`src/rtl/fifo_arb_pkg.sv`:
```
// Shared types and helpers for the FIFO write arbiter.
package fifo_arb_pkg;

  localparam logic [1:0] ST_IDLE  = 2'd0;
  localparam logic [1:0] ST_BURST = 2'd1;
  localparam logic [1:0] ST_STALL = 2'd2;

  typedef enum logic [1:0] {
    IDLE  = ST_IDLE,
    BURST = ST_BURST,
    STALL = ST_STALL
  } arb_state_t;

  // Index width that stays legal (>=1) for degenerate counts.
  function automatic int unsigned idx_width(input int unsigned n);
    return (n <= 1) ? 1 : $clog2(n);
  endfunction

endpackage

```
`src/rtl/rr_select.sv`:
```
// Round-robin pick: first set bit of req scanning from last_idx+1, wrapping modulo N.
module rr_select
  import fifo_arb_pkg::*;
#(
  parameter  int unsigned N  = 4,
  localparam int unsigned IW = idx_width(N)
) (
  input  logic [N-1:0]  req,
  input  logic [IW-1:0] last_idx,
  output logic [IW-1:0] next_idx,
  output logic          found
);

  logic [31:0]   sum;
  logic [IW-1:0] idx;

  always_comb begin
    next_idx = last_idx;
    found    = 1'b0;
    sum      = '0;
    idx      = '0;
    for (int unsigned k = 1; k <= N; k++) begin
      sum = 32'(last_idx) + k;
      idx = IW'(sum % N);
      if (!found && req[idx]) begin
        found    = 1'b1;
        next_idx = idx;
      end
    end
  end

endmodule

```
`src/rtl/fifo_wr_arbiter.sv`:
```
// Burst-mode write arbiter feeding one FIFO from NUM_REQ requesters.
// Define FIFO_ARB_PRIORITY_EN to let requester 0 win every arbitration it contends.
module fifo_wr_arbiter
  import fifo_arb_pkg::*;
#(
  parameter  int unsigned NUM_REQ    = 4,
  parameter  int unsigned FIFO_WIDTH = 8,
  parameter  int unsigned FIFO_DEPTH = 8,
  parameter  int unsigned MAX_BURST  = 4,
  localparam int unsigned GW         = idx_width(NUM_REQ),
  localparam int unsigned CW         = $clog2(FIFO_DEPTH) + 1,
  localparam int unsigned BW         = idx_width(MAX_BURST)
) (
  input  logic                          clk,
  input  logic                          reset,
  input  logic [NUM_REQ-1:0]            reqValid,
  input  logic [NUM_REQ*FIFO_WIDTH-1:0] reqData,
  output logic [NUM_REQ-1:0]            reqReady,
  input  logic [CW-1:0]                 fifoDataCount,
  output logic                          fifoWrEn,
  output logic [FIFO_WIDTH-1:0]         fifoWrData,
  output logic [GW-1:0]                 grantId,
  output logic                          arbBusy
);

  arb_state_t            state_q, state_d;
  logic [GW-1:0]         grant_q, grant_d;
  logic [BW-1:0]         burst_cnt_q, burst_cnt_d;
  logic                  wr_en_q, wr_en_d;
  logic [FIFO_WIDTH-1:0] wr_data_q, wr_data_d;

  logic [CW:0]           occupancy;
  logic                  space_ok;
  logic [NUM_REQ-1:0]    arb_req;
  logic [GW-1:0]         rr_idx, pick_idx;
  logic                  rr_found, pick_ok;
  logic                  grant_valid;
  logic [FIFO_WIDTH-1:0] grant_data;

  // One extra bit so a full count plus a pending write cannot wrap.
  assign occupancy = {1'b0, fifoDataCount} + {{CW{1'b0}}, wr_en_q};
  assign space_ok  = occupancy < (CW+1)'(FIFO_DEPTH);

  rr_select #(.N(NUM_REQ)) u_rr_select (
    .req      (arb_req),
    .last_idx (grant_q),
    .next_idx (rr_idx),
    .found    (rr_found)
  );

`ifdef FIFO_ARB_PRIORITY_EN
  assign arb_req  = {reqValid[NUM_REQ-1:1], 1'b0};
  assign pick_idx = reqValid[0] ? '0 : rr_idx;
  assign pick_ok  = reqValid[0] | rr_found;
`else
  assign arb_req  = reqValid;
  assign pick_idx = rr_idx;
  assign pick_ok  = rr_found;
`endif

  assign grant_valid = reqValid[grant_q];
  assign grant_data  = reqData[grant_q*FIFO_WIDTH +: FIFO_WIDTH];

  // Masked during reset so nothing is accepted on an edge that aborts the burst.
  always_comb begin
    reqReady = '0;
    if (state_q == BURST && !reset) reqReady[grant_q] = space_ok;
  end

  always_comb begin
    state_d     = state_q;
    grant_d     = grant_q;
    burst_cnt_d = burst_cnt_q;
    wr_en_d     = 1'b0;
    wr_data_d   = wr_data_q;
    unique case (state_q)
      IDLE: begin
        if (pick_ok) begin
          grant_d     = pick_idx;
          burst_cnt_d = '0;
          state_d     = BURST;
        end
      end
      BURST: begin
        if (!grant_valid) begin
          state_d = IDLE;
        end else if (!space_ok) begin
          state_d = STALL;
        end else begin
          wr_en_d     = 1'b1;
          wr_data_d   = grant_data;
          burst_cnt_d = burst_cnt_q + 1'b1;
          if (burst_cnt_q == BW'(MAX_BURST - 1)) state_d = IDLE;
        end
      end
      STALL: begin
        if (space_ok) state_d = BURST;
      end
      default: state_d = IDLE;
    endcase
  end

  always_ff @(posedge clk) begin
    if (reset) begin
      state_q     <= IDLE;
      grant_q     <= GW'(NUM_REQ - 1);
      burst_cnt_q <= '0;
      wr_en_q     <= 1'b0;
      wr_data_q   <= '0;
    end else begin
      state_q     <= state_d;
      grant_q     <= grant_d;
      burst_cnt_q <= burst_cnt_d;
      wr_en_q     <= wr_en_d;
      wr_data_q   <= wr_data_d;
    end
  end

  assign fifoWrEn   = wr_en_q;
  assign fifoWrData = wr_data_q;
  assign grantId    = grant_q;
  assign arbBusy    = (state_q != IDLE);

endmodule

```
`config.mk`:
```
export PLATFORM = sky130hd
export DESIGN_NAME = fifo_wr_arbiter
export DESIGN_NICKNAME = d
export VERILOG_FILES = /design/src/rtl/fifo_arb_pkg.sv /design/src/rtl/rr_select.sv /design/src/rtl/fifo_wr_arbiter.sv
export SDC_FILE = /design/constraint.sdc
export NUM_CORES = 1
export LEC_CHECK = 0
export CAP_MARGIN = 20
export CORE_MARGIN = 5
export CORE_UTILIZATION = 40
export CTS_CLUSTER_SIZE = 28
export DETAILED_ROUTE_END_ITERATION = 8
export PLACE_DENSITY = 0.83
export SYNTH_ARGS = -nofsm -noshare
export SYNTH_HDL_FRONTEND = slang
export SYNTH_SLANG_ARGS = --single-unit
```
`constraint.sdc`:
```
create_clock -name clk -period 2.4 [get_ports clk]
set_input_delay 0.48 -clock clk [delete_from_list [all_inputs] [get_ports clk]]
set_output_delay 0.48 -clock clk [all_outputs]
set_load 0.1 [all_outputs]
```
==> impl_metrics.tcl, run 1 <==
set metrics [dict create \
    clk_pin_slew_ps 110 \
    ys_seq_area_share_pct 25.5 \
    yosys.area.top_type_share_pct 25.5 \
    drv_slew 0 \
    cts-buffers-inserted 3 \
    core-area_um2 2780 \
    syn_nets 173 \
    dp_hpwl_um 2590 \
    root_buffer "clkbuf_4" \
    port_buffers 57 \
    min_path_type "flop to flop" \
    r2r-start "grantId[0]" \
    power_density_nw_per_um2 916 \
    synthCells 126 \
    initial_utilization_pct 42.4 \
    syn_to_final_growth_pct 54.3 \
    cts_sinks 15 \
    yosysUniqueCellTypes 34 \
    yosys_warnings 0 \
    synth_commonest_cells "20 x nand2_1, 15 x dfxtp_1, 13 x a21oi_1, 8 x mux4_2, 7 x nor2_1" \
    timing.hold.ws_ps 466 \
    cts_tree "yes" \
    grt_max_degree 22 \
    post_cts_resized 1 \
    clock_latency_ps 290 \
    postSynthAreaPerCell_um2 9.36 \
    rows 19 \
    drt_pass1_iterations 4 \
    synth_area_um2 1180 \
    leakagePower_nw 0.740 \
    grt_pass1_wl_um 5280 \
    drt-vias-per-instance 5.68 \
    place_congestion 0.826 \
    grt_pass1_vias 1194 \
    synthMuxAreaShare_pct 25.9 \
    post_cts_buffers 0 \
    cp_max_fo 4 \
    antenna_left 0 \
    synth_edf_count 0 \
    finClkSkew_ps 14.4 \
    yosys.area_share.xor_xnor_pct 0.742 \
    drt-total-wl_um 3210 \
    post-route-period-util_pct 95.4 \
    holdCritStartpoint "fifoWrData[4]" \
    cap_viol_max_count 0 \
    wire_per_inst_um 15.1 \
    finalSetupTns_ps 0 \
    rsz0062_at_grt "false" \
    nFillCells 224 \
    ir_worst_vdd_uv 729 \
    post-route-min-period_ps 2290 \
    num_vias 1209 \
    synth_top_family_by_area "multiplexers" \
    pin_count 58 \
    crit_path_start_kind "primary input" \
    status "complete, no violations" \
    die_h_um 64.3 \
    n_antenna_cell 0 \
    setup_violations 0 \
    ys_seq_elements 15 \
    drtIter0Drc 49 \
    startpoint "fifoDataCount[1]" \
    drc 0 \
    design_area_um2 1820 \
    maxSlewHeadroom_pct 71.2 \
    yosys.area.top_type "dfxtp_1" \
    hold_buffers 0 \
    synth_compound_area_share_pct 15.0 \
    synth_most_common_cell "nand2_1" \
    antenna_found_initial 0 \
    critical_path_class "primary input to output pin" \
    worstPathArrival_ps 1810 \
    dpl_cell_area_um2 1790 \
    netlist_top_cells_area "dfxtp_1 25%, mux4_2 15%, mux4_1 8.9%" \
    clockBufferDepth 2 \
    fp.dieW_um 64.3 \
    end_kind "output pin" \
    drive_gt1_share_pct 24.2 \
    grt-ovfl-total 0 \
    grtUsageTotal_pct 15.5 \
    post-route-util_pct 65.5 \
    rrSetupSlack_ps 340 \
    cp.required_ps 1920 \
    worst_pin_slew_ps 426 \
    synth_top_flop_cell "dfxtp_1" \
    die_area_um2 4140 \
    async_flop_share_pct 0 \
    max_freq_mhz 437 \
    hold_viol_final 0 \
    synth_adder_area_share_pct 5.30 \
    yosys.area_share.simple_pct 22.9 \
    htree_levels 1 \
    fin_nets 230 \
]
[worst max-delay path, stage by stage]
cell	delay (ps)
clkdlybuf4s50_1	420
a41o_1	270
nor3_2	240
and2_2	210
buf_12	170
[logic make-up after synthesis]
logic type	after synthesis
XOR/XNOR	1
multiplexers	14
flip-flops	15
buffers and inverters	12
adder cells (fa/ha/maj)	5
AND/OR/NAND/NOR	52
AO/OA/AOI/OAI	27
[layout make-up]
class | count | area [µm²] | area share, %
repair buffers | 59 | 596 | 32.7
inverters | 5 | 18.8 | 1.03
clock inverters | 1 | 6.26 | 0.344
multi-input cells | 99 | 833 | 45.8
well taps | 31 | 38.8 | 2.13
flip-flops and latches | 15 | 305 | 16.8
clock buffers | 3 | 22.5 | 1.24
[through the flow]
step	cells	total power [mW]	setup WS [ps]
after floorplan	126	1.29	75.3
after global placement	209	1.49	20.0
after detailed placement	209	1.52	-0.764
after CTS	213	1.68	102
after global routing	213	1.78	20.6
final	213	1.67	111
[registers in the layout, indices dropped and copies added, names as in the netlist]
name,cells
fifoWrData,8
burst_cnt_q,2
grantId,2
state_q,2
fifoWrEn,1
[layer usage]
layer  track usage, %  share of wire, %  routed length [µm]
met5                0                 0                   0
met4             6.87               1.5                  48
met3             1.58               5.5                 176
met2             27.6                55                1760
met1             18.5                38                1230
[worst paths after layout]
path,end,cells past startpoint
max,reqReady[3],5
min,fifoWrData[4],2
max reg2reg,grantId[1],6
min reg2reg,fifoWrData[4],2
[cell usage in the layout (no fill, tap or decap), drive strengths merged, types with 2 or more instances in the layout]
master and n:
inv 6, dfxtp 15, ha 5, a31oi 2, nor2b 5, mux4 12, and2 4, buf 18
mux2i 2, nand2b 3, clkdlybuf4s50 41, a21oi 13, nand2 21, o21ai 5, nor2 8, clkbuf 3
nor3 6, nand3 3
[report_power, final]
part / switching (mW) / total, mW / internal (mW)
registers: 0.0973 / 0.394 / 0.297
clock network: 0.0891 / 0.153 / 0.0643
logic: 0.635 / 1.12 / 0.484
total: 0.821 / 1.67 / 0.846
Power figures use the tool's default switching activity.
==> run 2: changes to the inputs <==
--- a/config.mk
+++ b/config.mk
@@ -14,3 +14,4 @@
 export SYNTH_ARGS = -nofsm -noshare
 export SYNTH_HDL_FRONTEND = slang
 export SYNTH_SLANG_ARGS = --single-unit
+export TNS_END_PERCENT = 100
==> results of run 2 <==
No change in the layout: final DEF, timing and power equal those of run 1.
==> run 3: changes to the inputs <==
--- a/config.mk
+++ b/config.mk
@@ -10,7 +10,7 @@
 export CORE_UTILIZATION = 40
 export CTS_CLUSTER_SIZE = 28
 export DETAILED_ROUTE_END_ITERATION = 8
-export PLACE_DENSITY = 0.83
+export PLACE_DENSITY_LB_ADDON = 0.1
 export SYNTH_ARGS = -nofsm -noshare
 export SYNTH_HDL_FRONTEND = slang
 export SYNTH_SLANG_ARGS = --single-unit
==> impl_metrics.tcl, run 3 (synthesized netlist as in run 1, its figures left out) <==
set metrics [dict create \
    status "complete, no violations" \
    holdCritStartpoint "fifoWrData[7]" \
    port_buffers 57 \
    fin_nets 231 \
    post-route-period-util_pct 95.7 \
    switching_share_pct 48.3 \
    num_vias 1154 \
    drv_slew 0 \
    r2r-start "grantId[0]" \
    drive_gt1_share_pct 24.0 \
    drt-total-wl_um 3000 \
    initial_utilization_pct 42.4 \
    cp.required_ps 1920 \
    finClkSkew_ps 8.00 \
    min_path_type "flop to flop" \
    hold_buffers 0 \
    drt-vias-per-instance 5.39 \
    clk_pin_slew_ps 90 \
    critical_path_class "primary input to output pin" \
    drtIter0Drc 77 \
    rsz0062_at_grt "false" \
    dp_hpwl_um 2500 \
    antenna_left 0 \
    power_density_nw_per_um2 907 \
    die_h_um 64.3 \
    core-area_um2 2780 \
    nFillCells 232 \
    hold_viol_final 0 \
    leakagePower_nw 0.741 \
    cts-buffers-inserted 3 \
    post-route-min-period_ps 2300 \
    pin_count 58 \
    p_seq_share_pct 20.5 \
    die_area_um2 4140 \
    clock_latency_ps 280 \
    rrSetupSlack_ps 550 \
    end_kind "output pin" \
    rows 19 \
    cts_tree "yes" \
    cp_max_fo 4 \
    switchingPower_uw 799 \
    grt-ovfl-total 0 \
    place_ws_ps -38.8 \
    grt_pass1_wl_um 5380 \
    ir_worst_vdd_uv 676 \
    drc 0 \
    r2r-end "burst_cnt_q[0]" \
    maxSlewHeadroom_pct 74.4 \
    fp.dieW_um 64.3 \
    cap_viol_max_count 0 \
    post_cts_buffers 0 \
    max_freq_mhz 435 \
    wire_per_inst_um 14.0 \
    whs_path_depth 2 \
    worst_pin_slew_ps 378 \
    internal_power_uw 856 \
    syn_to_final_growth_pct 54.7 \
    p_clk_share_pct 8.6 \
    clockBufferDepth 2 \
    htree_levels 1 \
    largest_reg_flops 8 \
    grt_max_degree 19 \
    crit_path_start_kind "primary input" \
    layout_common_cells "41 x clkdlybuf4s50_1, 20 x nand2_1, 15 x buf_4" \
    combPwrFrac_pct 70.9 \
    cts_sinks 15 \
    drt_pass1_iterations 4 \
    grt_pass1_vias 1219 \
    dpl_cell_area_um2 1790 \
    root_buffer "clkbuf_4" \
    grtUsageTotal_pct 15.7 \
    setup_slack_ps 102 \
    antenna_found_initial 0 \
    worstPathArrival_ps 1820 \
    design_area_um2 1830 \
    n_antenna_cell 0 \
    rr_worst_depth 6 \
    place_congestion 0.723 \
    mostFrequentLayoutCell "clkdlybuf4s50_1" \
    holdPathEnd "fifoWrData[7]" \
    setup_violations 0 \
]
-- run 3: layout make-up --
| class | count | area (µm²) | area share [%] |
|---|---|---|---|
| Sequential cell | 15 | 305 | 16.7 |
| Tap cell | 31 | 38.8 | 2.12 |
| Inverter | 5 | 18.8 | 1.03 |
| Multi-Input combinational cell | 99 | 833 | 45.6 |
| Clock buffer | 4 | 26.3 | 1.44 |
| Timing Repair Buffer | 60 | 603 | 33.0 |
-- run 3: critical path, cell delays in order --
cell and delay [ps]:
clkdlybuf4s50_1 430, a41o_1 270, nor3_2 240, and2_2 220
buf_12 170
-- run 3: timing repair --
item / 4_1_cts / 5_1_grt
endpoints found under the hold margin: 0 / 0
endpoints found under the setup margin: 4 / 0
gates resized for setup: 1 / 0
-- run 3: power groups by stage --
stage,Clock (mW),Combinational (mW),Sequential (mW)
6_report,0.143,1.17,0.339
4_1_cts,0.148,1.19,0.340
3_5_place_dp,0,1.18,0.346
3_3_place_gp,0,1.16,0.344
5_1_grt,0.163,1.28,0.351
2_1_floorplan,0,0.719,0.569
-- run 3: metrics by stage --
step                      instances  total power [mW]  util [%]  hold slack, ps  TNS [ps]
after floorplan                 126              1.29         -             459         0
after global placement          210              1.51      64.5             445         0
after detailed placement        210              1.53      64.5             451      -122
after CTS                       214              1.67      65.6             466         0
after global routing            214              1.79      65.6             500         0
final                           214              1.66      65.6             464         0
-- run 3: per-layer routing --
metal  global-route usage (%)  vias to the layer above  routed length (µm)
met2                     29.9                       39                1680
li1                         -                      580                   -
met1                     17.7                      533                1120
met5                        0                        -                   0
met3                     3.50                        2                 188
met4                     3.05                        0                  13
-- run 3: how the worst max path moves through the flow --
stage | slack, ps | to | depth (start not counted) | from
6_report | 100 | reqReady[2] | 5 | fifoDataCount[1]
2_1_floorplan | 80 | grantId[1] | 8 | grantId[0]
5_1_grt | 30 | reqReady[2] | 5 | fifoDataCount[1]
3_5_place_dp | -40 | reqReady[2] | 5 | fifoDataCount[1]
4_1_cts | 70 | reqReady[2] | 5 | fifoDataCount[1]
3_3_place_gp | 20 | reqReady[3] | 5 | fifoDataCount[1]
==> variant 1: new RTL, flow settings as in run 1 <==
`FIFO_WIDTH`: 8 -> 10.
--- a/src/rtl/fifo_wr_arbiter.sv
+++ b/src/rtl/fifo_wr_arbiter.sv
@@ -5,5 +5,5 @@
 #(
   parameter  int unsigned NUM_REQ    = 4,
-  parameter  int unsigned FIFO_WIDTH = 8,
+  parameter  int unsigned FIFO_WIDTH = 10,
   parameter  int unsigned FIFO_DEPTH = 8,
   parameter  int unsigned MAX_BURST  = 4,
Interface: changed (resized fifoWrData and reqData); port bits go from 58 to 68. No check against the original RTL was run, so the function may have changed too.
==> variant 1 against run 1 <==
Wire length grew 24%; clock skew shrank 0.0080 ns; setup slack lost 0.029 ns; highest routed layer unchanged; design area grew 16%; synthesized cell count grew 0.79%; sequential cell count grew 2; critical path depth is the same; total power grew 5.5%; synthesized area grew 9.5%.
==> variant 1: results (changes against run 1) <==
Clock network
  • Cts hold-fix bufs: 0 (unchanged)
  • Root buf cell: clkbuf_4
  • Worst-path clk slew: 0.09 ns (-0.02 ns)
  • Clock buffer count from CTS: 3 (unchanged)
  • Post-CTS sizing: 0 (-1)
  • Worst skew pair latency: around 0.28 ns
  • CTS max path bufs: 2 (unchanged)

Placement
  • PortBufs: 67 (+18%)
  • DP HPWL: 3280 microns (+27%)
  • GP Congestion: 0.832 (+0.73%)

Global routing
  • Gr usage total: 17.7% (+2.3 points)
  • Initial antenna violation count: 0 (unchanged)
  • Vias in the first global route: 1354 (+13%)
  • Global-route wire length before repair: 6070 microns (+15%)
  • Largest net degree at the start of global routing: 19 (-14%)

STA
  • Rel. slew slack: 70.8% (-0.46 points)
  • Min Hold Slack: 0.515 ns (+0.0491 ns)
  • Setup Skew: 0.00635 ns (-0.00802 ns)

Power and ir drop
  • Power per Cell Area: 830 mW/mm^2 (-9.3%)
  • Clock power share: 8.3% (-0.9 points)
  • Sequential power share: 22.7% (-1.0 points)
  • Leak: 0.927 nW (+25%)
  • Switch share: 47.1% (-2.2 points)
  • Maximum VDD drop: 0.788 mV (+8.1%)

Final layout
  • Final Net Count: 255 (+11%)
  • Fillers: 244 (+8.9%)
  • Largest register FFs: 10 (+2)
  • Layout cells sized above 1: 27.6% (+3.5 points)
  • Antenna diodes: 0 (unchanged)

Setup path
  • Worst r2r path cells: 4 (-2)
  • R2R Setup Slk: 0.36 ns (+0.02 ns)
  • Reg-to-reg critical path endpoint: state_q[0]
  • Worst Path Max Fanout: 6 (+2)
  • Top delay family on crit path: buffers and inverters
  • Worst Path Arrival: 1.84 ns (+0.03 ns)
  • RR Startpoint: grantId[0]
  • CP max-delay cell: clkdlybuf4s50_1
  • Worst path max stage delay: 0.40 ns (-0.02 ns)

Hold path
  • Hold endpoint: fifoWrData[3]
  • Min-delay src: fifoWrData[3]

Detailed routing
  • Total iterations of the first detailed-routing run: 4 (unchanged)
  • Total Wirelength: 3970 microns (+24%)
  • Drt initial violations: 59 (+20%)
  • Routed vias/inst: 5.36 (-5.5%)

Outcome
  • Status: complete, no violations

Yosys
  • Synth unique cells: 42 (+24%)
  • Mapped Nets: 182 (+5.2%)
  • Area contributors post-synth: dfxtp_1, mux4_2, mux2i_1
  • Commonest cells in the netlist: dfxtp_1, nor2_1, mux4_2, mux2i_1, inv_1
  • Register area share after synthesis: 26.3% (+0.88 points)
-- variant 1: cell count changes after synthesis, moves of 3 or more --
cell and delta:
inv_1 +3, mux4_2 +6, nor2_1 +10, a21oi_1 -11, mux2i_1 +10, nand2_1 -17, mux4_1 -4
-- variant 1: worst max path at each step --
stage	end	slack [ns]	startpoint
final	reqReady[0]	0.08	fifoDataCount[0]
after global routing	reqReady[1]	0.01	fifoDataCount[0]
after CTS	reqReady[0]	0.07	fifoDataCount[0]
after detailed placement	state_q[0]	0.06	reqValid[1]
after global placement	reqReady[0]	0.15	fifoDataCount[0]
after floorplan	grantId[0]	0.01	grantId[0]
-- variant 1: area by class of cell --
cell class | instances | area [sq um] | share of cell area, %
repair buffers | 77 | 776 | 36.6
flip-flops and latches | 17 | 347 | 16.4
well taps | 44 | 55.1 | 2.60
clock buffers | 4 | 26.3 | 1.24
inverters | 9 | 33.8 | 1.59
multi-input cells | 92 | 881 | 41.6
-- variant 1: layer usage --
metal / track usage [%] / part of all wire, % / vias to the layer above
met1: 21.3 / 41 / 608
met5: 0 / 0 / -
met4: 5.58 / 1.4 / 0
met2: 31.2 / 48 / 61
li1: - / - / 630
met3: 3.88 / 9.9 / 4
-- variant 1: logic make-up (layout without fill, tap and decap cells) --
family                     Yosys count  count (layout)  share of synthesized area, %
and+or+nand+nor                     42              42                          17.2
muxes                               28              28                          35.4
adders and majority gates            5               5                          4.84
DFF                                 17              17                          26.3
buffers and inverters               18              90                          6.00
AOI/OAI and AO/OA                   17              17                          10.2
-- variant 1: stage by stage --
step	cells	worst slack, ns	area [sq um]
after floorplan	127	0.00965	1300
after global routing	243	0.0134	2120
after detailed placement	239	0.0620	2090
final	243	0.0815	2120
after CTS	243	0.0749	2120
after global placement	239	0.146	2090
==> variant 2: new RTL, settings of run 1 <==
Without the edit above. `wr_data_q` no longer has a reset.
--- a/src/rtl/fifo_wr_arbiter.sv
+++ b/src/rtl/fifo_wr_arbiter.sv
@@ -107,5 +107,4 @@
       burst_cnt_q <= '0;
       wr_en_q     <= 1'b0;
-      wr_data_q   <= '0;
     end else begin
       state_q     <= state_d;
@@ -113,6 +112,9 @@
       burst_cnt_q <= burst_cnt_d;
       wr_en_q     <= wr_en_d;
-      wr_data_q   <= wr_data_d;
     end
+  end
+
+  always_ff @(posedge clk) begin
+    wr_data_q <= wr_data_d;
   end
 
Check against the original RTL: differs if reset is asserted again (counterexample within 4 cycles, from zero or initial values and one cycle with reset high); with reset held inactive, the same outputs for 10 cycles.
==> variant 2 against run 1 <==
Global-route usage rose by 1.7 points; total power fell by 9.3%; critical endpoint is now reqReady[2]; critical path depth did not move; setup slack got worse by 0.014 ns; sequential cell count did not move; design area fell by 4.6%; wire length fell by 2.9%; clock skew fell by 0.014 ns; first-iteration DRC count fell by 51%; synthesized cell count fell by 30%; synthesized area fell by 11%; sequential power rose by 13%.
==> variant 2: results (changes against run 1) <==
Final layout
  • Fillers: 197 (-12%)
  • Non-filler cells, final: 181 (-15%)
  • Final Net Count: 199 (-13%)
  • Layout cells sized above 1: 31.8% (+7.6 points)
  • Antenna diodes: 0 (unchanged)

Detailed routing
  • Drt initial violations: 24 (-51%)
  • Post-DR wirelength/cell: 17.2 microns (+14%)
  • Routed vias/inst: 5.59 (-1.6%)
  • Metal-1 WL: 1070 microns (-13%)
  • WL met3: 227 microns (+29%)
  • Met2 wire len: 1770 microns (+0.97%)

Clock network
  • Worst skew pair latency: around 0.28 ns
  • Post-CTS sizing: 1 (unchanged)
  • Total setup buffers inserted after CTS: 0 (unchanged)
  • Clock buffer count from CTS: 3 (unchanged)
  • Worst-path clk slew: 0.09 ns (-0.02 ns)

STA
  • Final Max Tran Viols: 0 (unchanged)
  • Setup Skew: 0.000866 ns (-0.0135 ns)
  • Min Hold Slack: 0.506 ns (+0.0402 ns)
  • Worst slew pin tran: 0.663 ns (+0.237 ns)

Yosys
  • Number of flops mapped to enable cells by yosys: 8 (+8)
  • Register area share after synthesis: 36.1% (+11 points)
  • Area contributors post-synth: mux4_2, edfxtp_1, dfxtp_1
  • Mapped Nets: 135 (-22%)
  • Commonest cells in the netlist: mux4_2, edfxtp_1, dfxtp_1, nor2_1
  • Synth unique cells: 30 (-12%)
  • Avg Inst Size Synth: 12.0 sq um (+28%)
  • Synth Flop Type: edfxtp_1

Setup path
  • Top delay family on crit path: buffers and inverters
  • R2R Setup Slk: 0.40 ns (+0.06 ns)
  • Worst Path Arrival: approximately 1.8 ns

Global routing
  • Largest net degree at the start of global routing: 21 (-4.5%)
  • Gr usage total: 17.1% (+1.7 points)
  • Vias in the first global route: 1072 (-10%)
  • Global-route wire length before repair: 4680 microns (-11%)

Outcome
  • Status: complete, no violations

Hold path
  • Min-delay src: burst_cnt_q[1]
  • Hold endpoint: burst_cnt_q[1]
  • Hold Path Stages: 2 (unchanged)

Power and ir drop
  • Maximum VDD drop: 0.816 mV (+12%)
  • Leak: 0.705 nW (-4.7%)

Placement
  • PortBufs: 57 (unchanged)
  • Area after DPL: 0.00170 sq mm (-4.6%)
  • GP Congestion: 0.743 (-10%)
  • DP HPWL: 2610 microns (+0.75%)
[variant 2: cell count changes in the layout (fill, tap and decap cells not counted), sizes merged, moves of 2 or more]
| cell | before | now |
|---|---|---|
| nor2b | 5 | 2 |
| mux2 | 0 | 2 |
| buf | 18 | 22 |
| o311ai | 0 | 2 |
| o21ai | 5 | 2 |
| a31oi | 2 | 0 |
| nand2 | 21 | 3 |
| a21oi | 13 | 5 |
| edfxtp | 0 | 8 |
| dfxtp | 15 | 7 |
| nand2b | 3 | 1 |
[variant 2: report_power, final]
| part | switching [mW] | total [mW] | internal (mW) | leakage (nW) |
|---|---|---|---|---|
| clock network | 0.0808 | 0.143 | 0.0619 | 0.0177 |
| logic | 0.514 | 0.923 | 0.409 | 0.557 |
| registers | 0.104 | 0.446 | 0.342 | 0.130 |
[variant 2: logic make-up (layout without fill, tap and decap cells)]
logic type      Yosys count  after routing  synth area share (%)
simple gates             26             26                  12.8
fa+ha+maj                 5              5                  5.93
mux                      17             17                  30.6
flops                    15             15                  36.1
compound gates           16             16                  10.6
buf+inv                   9             72                  4.03
[variant 2: per-stage QoR]
stage / power (mW) / setup WS (ns)
after floorplan: 1.16 / -0.0432
after global placement: 1.35 / 0.0327
after detailed placement: 1.37 / -0.0242
after CTS: 1.52 / 0.0840
after global routing: 1.60 / 0.0242
final: 1.51 / 0.0969
[variant 2: how the worst max path moves through the flow]
stage                  endpoint  cells after the start
global placement    reqReady[1]                      5
finish              reqReady[2]                      5
detailed placement  reqReady[2]                      5
floorplan            grantId[1]                      7
CTS                 reqReady[2]                      5
global route        reqReady[2]                      5
[variant 2: layer usage]
metal  up-vias  global-route usage (%)
met4         0                    7.27
met5         -                       0
li1        474                       -
met3         4                    2.31
met2        46                    32.0
met1       487                    19.4
[variant 2: worst reg2reg max path, stage by stage, from the launching register on]
cell     delay [ns]
dfxtp_4        0.55
inv_1          0.14
ha_1           0.37
mux4_2         0.33
o31a_1         0.32
nor3_2         0.10
a41oi_1        0.06
[variant 2: area by class of cell]
type / count / area, sq um / area share [%]
clock buffers: 3 / 22.5 / 1.30
clock inverters: 1 / 5.00 / 0.288
inverters: 5 / 18.8 / 1.08
multi-input cells: 64 / 642 / 37.0
flip-flops and latches: 15 / 385 / 22.2
well taps: 30 / 37.5 / 2.16
repair buffers: 63 / 626 / 36.0
